## config.mk

```make
export PLATFORM = sky130hd
export DESIGN_NAME = id_ex_skid_reg
export DESIGN_NICKNAME = d
export VERILOG_FILES = /design/src/rtl/id_ex_skid_reg.sv
export SDC_FILE = /design/constraint.sdc
export NUM_CORES = 1
export LEC_CHECK = 0
export ABC_AREA = 1
export BUFFER_PORTS_ARGS = -buffer_cell sky130_fd_sc_hd__buf_2
export CAP_MARGIN = 0
export CORE_MARGIN = 4
export CORE_UTILIZATION = 45
export CTS_CLUSTER_DIAMETER = 100
export DETAILED_ROUTE_END_ITERATION = 7
export GPL_ROUTABILITY_DRIVEN = 1
export PLACE_DENSITY_LB_ADDON = 0.05
export SETUP_SLACK_MARGIN = 0.2
export SYNTH_ARGS = -nofsm -noshare
export SYNTH_HDL_FRONTEND = slang
export SYNTH_SLANG_ARGS = --single-unit
```

## constraint.sdc

```tcl
create_clock -name clk -period 4.04 [get_ports clk]
set_input_delay 0.606 -clock clk [delete_from_list [all_inputs] [get_ports clk]]
set_output_delay 0.606 -clock clk [all_outputs]
set_load 0.02 [all_outputs]
```

## src/rtl/id_ex_skid_reg.sv

```systemverilog
// Decode-to-execute pipeline register with a valid/ready handshake and a 2-entry skid buffer.
// Also holds a saturating counter of cycles in which execute stalls a valid beat.
module id_ex_skid_reg #(
  parameter int DATA_W = 16,
  parameter int ADDR_W = 4,
  parameter int FUNC_W = 2,
  parameter int CNT_W  = 16
) (
  input  logic              clk,
  input  logic              reset,
  input  logic              flush,
  input  logic              in_valid,
  output logic              in_ready,
  input  logic              in_regwrite,
  input  logic              in_memwrite,
  input  logic              in_memtoreg,
  input  logic [FUNC_W-1:0] in_alufunc,
  input  logic [DATA_W-1:0] in_src1,
  input  logic [DATA_W-1:0] in_src2,
  input  logic [ADDR_W-1:0] in_dest,
  output logic              out_valid,
  input  logic              out_ready,
  output logic              out_regwrite,
  output logic              out_memwrite,
  output logic              out_memtoreg,
  output logic [FUNC_W-1:0] out_alufunc,
  output logic [DATA_W-1:0] out_src1,
  output logic [DATA_W-1:0] out_src2,
  output logic [ADDR_W-1:0] out_dest,
  input  logic              cnt_clear,
  output logic [CNT_W-1:0]  stall_cnt
);

  typedef struct packed {
    logic              regwrite;
    logic              memwrite;
    logic              memtoreg;
    logic [FUNC_W-1:0] alufunc;
    logic [DATA_W-1:0] src1;
    logic [DATA_W-1:0] src2;
    logic [ADDR_W-1:0] dest;
  } beat_t;

  typedef enum logic [1:0] {
    EMPTY = 2'd0,
    ONE   = 2'd1,
    FULL  = 2'd2
  } state_t;

  state_t state, state_nxt;
  beat_t  m_q, s_q, in_beat;
  logic   mv, sv;
  logic   acc_in, acc_out;
  logic   load_m_in, load_m_skid, load_s;

  assign in_beat = '{regwrite: in_regwrite, memwrite: in_memwrite, memtoreg: in_memtoreg,
                     alufunc: in_alufunc, src1: in_src1, src2: in_src2, dest: in_dest};

  assign mv = (state != EMPTY);
  assign sv = (state == FULL);

  // in_ready comes from registered state only, so no combinational path from out_ready.
  assign in_ready  = ~sv;
  assign out_valid = mv;
  assign acc_in    = in_valid & in_ready;
  assign acc_out   = mv & out_ready;

  // NOTE: sequential state uses non-blocking (<=) so every flop samples pre-edge values.
  always_ff @(posedge clk or posedge reset) begin
    if (reset) state <= EMPTY;
    else       state <= state_nxt;
  end

  // NOTE: every output of this block gets a default first, so no path can infer a latch.
  always_comb begin
    state_nxt   = state;
    load_m_in   = 1'b0;
    load_m_skid = 1'b0;
    load_s      = 1'b0;
    unique case (state)
      EMPTY: begin
        if (acc_in) begin
          load_m_in = 1'b1;
          state_nxt = ONE;
        end
      end
      ONE: begin
        if (acc_in && acc_out) begin
          load_m_in = 1'b1;
        end else if (acc_out) begin
          state_nxt = EMPTY;
        end else if (acc_in) begin
          load_s    = 1'b1;
          state_nxt = FULL;
        end
      end
      FULL: begin
        if (acc_out) begin
          load_m_skid = 1'b1;
          state_nxt   = ONE;
        end
      end
      default: state_nxt = EMPTY;
    endcase
    if (flush) state_nxt = EMPTY;
  end

  // NOTE: the entry registers are reset because zeroed out_* fields are visible state, not don't-cares.
  always_ff @(posedge clk or posedge reset) begin
    if (reset) begin
      m_q <= '0;
      s_q <= '0;
    end else if (flush) begin
      m_q <= '0;
      s_q <= '0;
    end else begin
      if (load_m_in)        m_q <= in_beat;
      else if (load_m_skid) m_q <= s_q;
      if (load_s)           s_q <= in_beat;
    end
  end

  always_ff @(posedge clk or posedge reset) begin
    if (reset) begin
      stall_cnt <= '0;
    end else if (cnt_clear) begin
      stall_cnt <= '0;
    end else if (mv && !out_ready && (stall_cnt != {CNT_W{1'b1}})) begin
      stall_cnt <= stall_cnt + CNT_W'(1);
    end
  end

  // Control bits are qualified by out_valid; data fields show the held entry unconditionally.
  assign out_regwrite = m_q.regwrite & mv;
  assign out_memwrite = m_q.memwrite & mv;
  assign out_memtoreg = m_q.memtoreg & mv;
  assign out_alufunc  = m_q.alufunc;
  assign out_src1     = m_q.src1;
  assign out_src2     = m_q.src2;
  assign out_dest     = m_q.dest;

endmodule
```

==> results_dict.tcl <==
set metrics [dict create \
    status "completed" \
    synth_largest_area_cell "dfrtp_1" \
    clock.fmax_mhz 372 \
    grtUsageTotal_pct 18.8 \
    synth.distinct_cells 25 \
    clock_sinks 100 \
    switching_share_pct 28.0 \
    final_cells 841 \
    place_inst 825 \
    area_growth_pct 12.8 \
    initial_core_util_pct 46.5 \
    core-area_sq_um 11000 \
    cts_tree "done" \
    pin_count 106 \
    start_kind "primary input" \
    vias 4229 \
    postCtsSetupRepairBufs 0 \
    endpoint_kind "flop" \
    synth_top_area_share_pct 49.0 \
    rsz0062_at_grt "false" \
    finalWeightedCongestion 0.779 \
    cp.required_ns 4.27 \
    postRouteAntennaNets 0 \
    slew_violations 0 \
    grt_pass1_vias 4127 \
    hold_violations 0 \
    hold_path.class "in2async" \
    clk-insertion-delay-late_ns 0.34 \
    cts_buffers 9 \
    post-route-period-util_pct 66.5 \
    antenna_found_initial 0 \
    die_area_sq_um 13100 \
    dr.pass1.iters 5 \
    combPwrFrac_pct 13.8 \
    synth-seq-cells 100 \
    cp_max_fo 51 \
    netlist_area_sq_um 5110 \
    die_h_um 115 \
    port-buffer-count 105 \
    synthTopCellsByArea "dfrtp_1 49%, nand2_1 10%, o21ai_1 8.2%, inv_1 6.8%, nand3_1 5.7%" \
    nets 744 \
    fin_tns_setup_ns 0 \
    grt_pass1_wl_um 20000 \
    clkTransAtPathRegs_ns 0.07 \
    synth_cells 646 \
    finish.instance_area_sq_um 5760 \
    final-setup-viol-count 0 \
    yosysMostFrequentCell "nand2_1" \
    synthArstFlopShare_pct 100 \
    hpwl_um 7860 \
    clockRootBuffer "clkbuf_16" \
    antenna_cells 0 \
    die_w_um 115 \
    dpl_cell_area_sq_um 5440 \
    cts_buffer_depth 2 \
    worstSetupPathType "in2reg" \
    p_clk_share_pct 39.7 \
    yosysSeqAreaShare_pct 49.0 \
    period_needed_ns 2.69 \
    worst-endpoint-arrival_ns 2.92 \
    cellPowerDensity_nw_per_um2 402 \
    routedWlPerCell_um 14.0 \
    p_seq_share_pct 46.5 \
    cts_hold_buf 0 \
    skew_ns 0.00645 \
    grt_max_degree 76 \
    viasPerCell 5.03 \
    syn-num-nets 694 \
    power_leakage_uw 0.00288 \
    drt_iter0_drc 287 \
    overflow 0 \
    synth_commonest_cells "136 x nand2_1, 100 x dfrtp_1, 92 x inv_1" \
    ir_worst_vdd_uv 197 \
    slew_headroom_pct 23.3 \
    syn_avg_cell_area_sq_um 7.91 \
    wirelength_um 11800 \
    drv_cap 0 \
    cts_resized 0 \
    drcViolationCount 0 \
    synth_edf_count 0 \
    p_int_uw 1670 \
    yosys_most_used_dff "dfrtp_1" \
    yosysWarnings 0 \
    htreeDepth 3 \
    switchingPower_uw 647 \
    row_count 38 \
    drive_gt1_share_pct 20.0 \
    worst_pin_slew_ns 1.15 \
]
power by group through the flow:
| stage | registers (uW) | clock network [uW] | logic (uW) |
|---|---|---|---|
| floorplan | 1090 | 0 | 256 |
| detailed placement | 1100 | 0 | 324 |
| finish | 1080 | 918 | 319 |
| global placement | 1100 | 0 | 321 |
| CTS | 1080 | 940 | 325 |
| global route | 1080 | 986 | 361 |
state kept, by name, summed over array words and instances (netlist names):
signal,count
s_q,41
out_src2,16
out_dest,4
out_alufunc,2
out_src1,16
m_q,3
state,2
stall_cnt,16
final timing paths:
kind	from	endpoint	slack [ns]	cells after the start
max	out_ready	out_src1[2]	1.35	7
min	reset	out_src2[14]	0.45	2
max reg2reg	state[1]	out_src1[2]	1.38	5
min reg2reg	s_q[2]	s_q[2]	0.51	2
max in group asynchronous	reset	s_q[30]	2.63	3
min in group clk	out_ready	state[1]	0.50	2
worst max-delay path: stages:
cell	delay [ns]
buf_2	0.13
inv_2	0.07
nand2_1	0.10
nand3_4	0.30
buf_4	0.49
nand3_2	0.81
o21ai_1	0.39
metrics by stage:
stage,utilization (%),hold WS (ns),worst slack (ns),power (uW)
floorplan,-,0.478,0.815,1350
global placement,49.5,0.492,1.05,1420
detailed placement,49.5,0.501,0.951,1420
CTS,52.4,0.493,1.30,2340
global route,52.4,0.507,1.08,2430
finish,52.4,0.454,1.35,2310
final cells by class:
type                    count  area (sq um)
clock inverters             5          66.3
repair buffers            109           556
clock buffers              11           253
well taps                 140           175
fillers                  1092          5220
inverters                  97           367
flip-flops and latches    100          2500
multi-input cells         379          1840
routing by layer:
layer	global-route usage, %	up-vias	part of all wire, %
met3	3.01	10	4.5
met2	30.1	105	45
met1	26.5	1970	49
li1	-	2144	-
met4	5.46	0	0.99
met5	0	-	0
cell families after synthesis:
group | count (synthesis) | synth area share [%]
and+or+nand+nor | 239 | 20.5
buffers and inverters | 167 | 15.5
AOI/OAI and AO/OA | 134 | 13.9
DFF | 100 | 49.0
xor gates and xnor gates | 5 | 0.857
adders and majority gates | 1 | 0.245
cells in the final DEF, fill, tap and decap left out, types with 3 or more instances in the layout:
cell type,n
o21ai_1,84
nand3_1,56
clkbuf_16,9
nand2_1,136
buf_4,4
buf_2,105
inv_2,5
o21bai_1,3
nor2_1,24
o21ai_0,34
nand4_1,15
o211ai_1,11
inv_1,91
xor2_1,5
dfrtp_1,100
No activity file was read; power rests on OpenSTA's default activity.
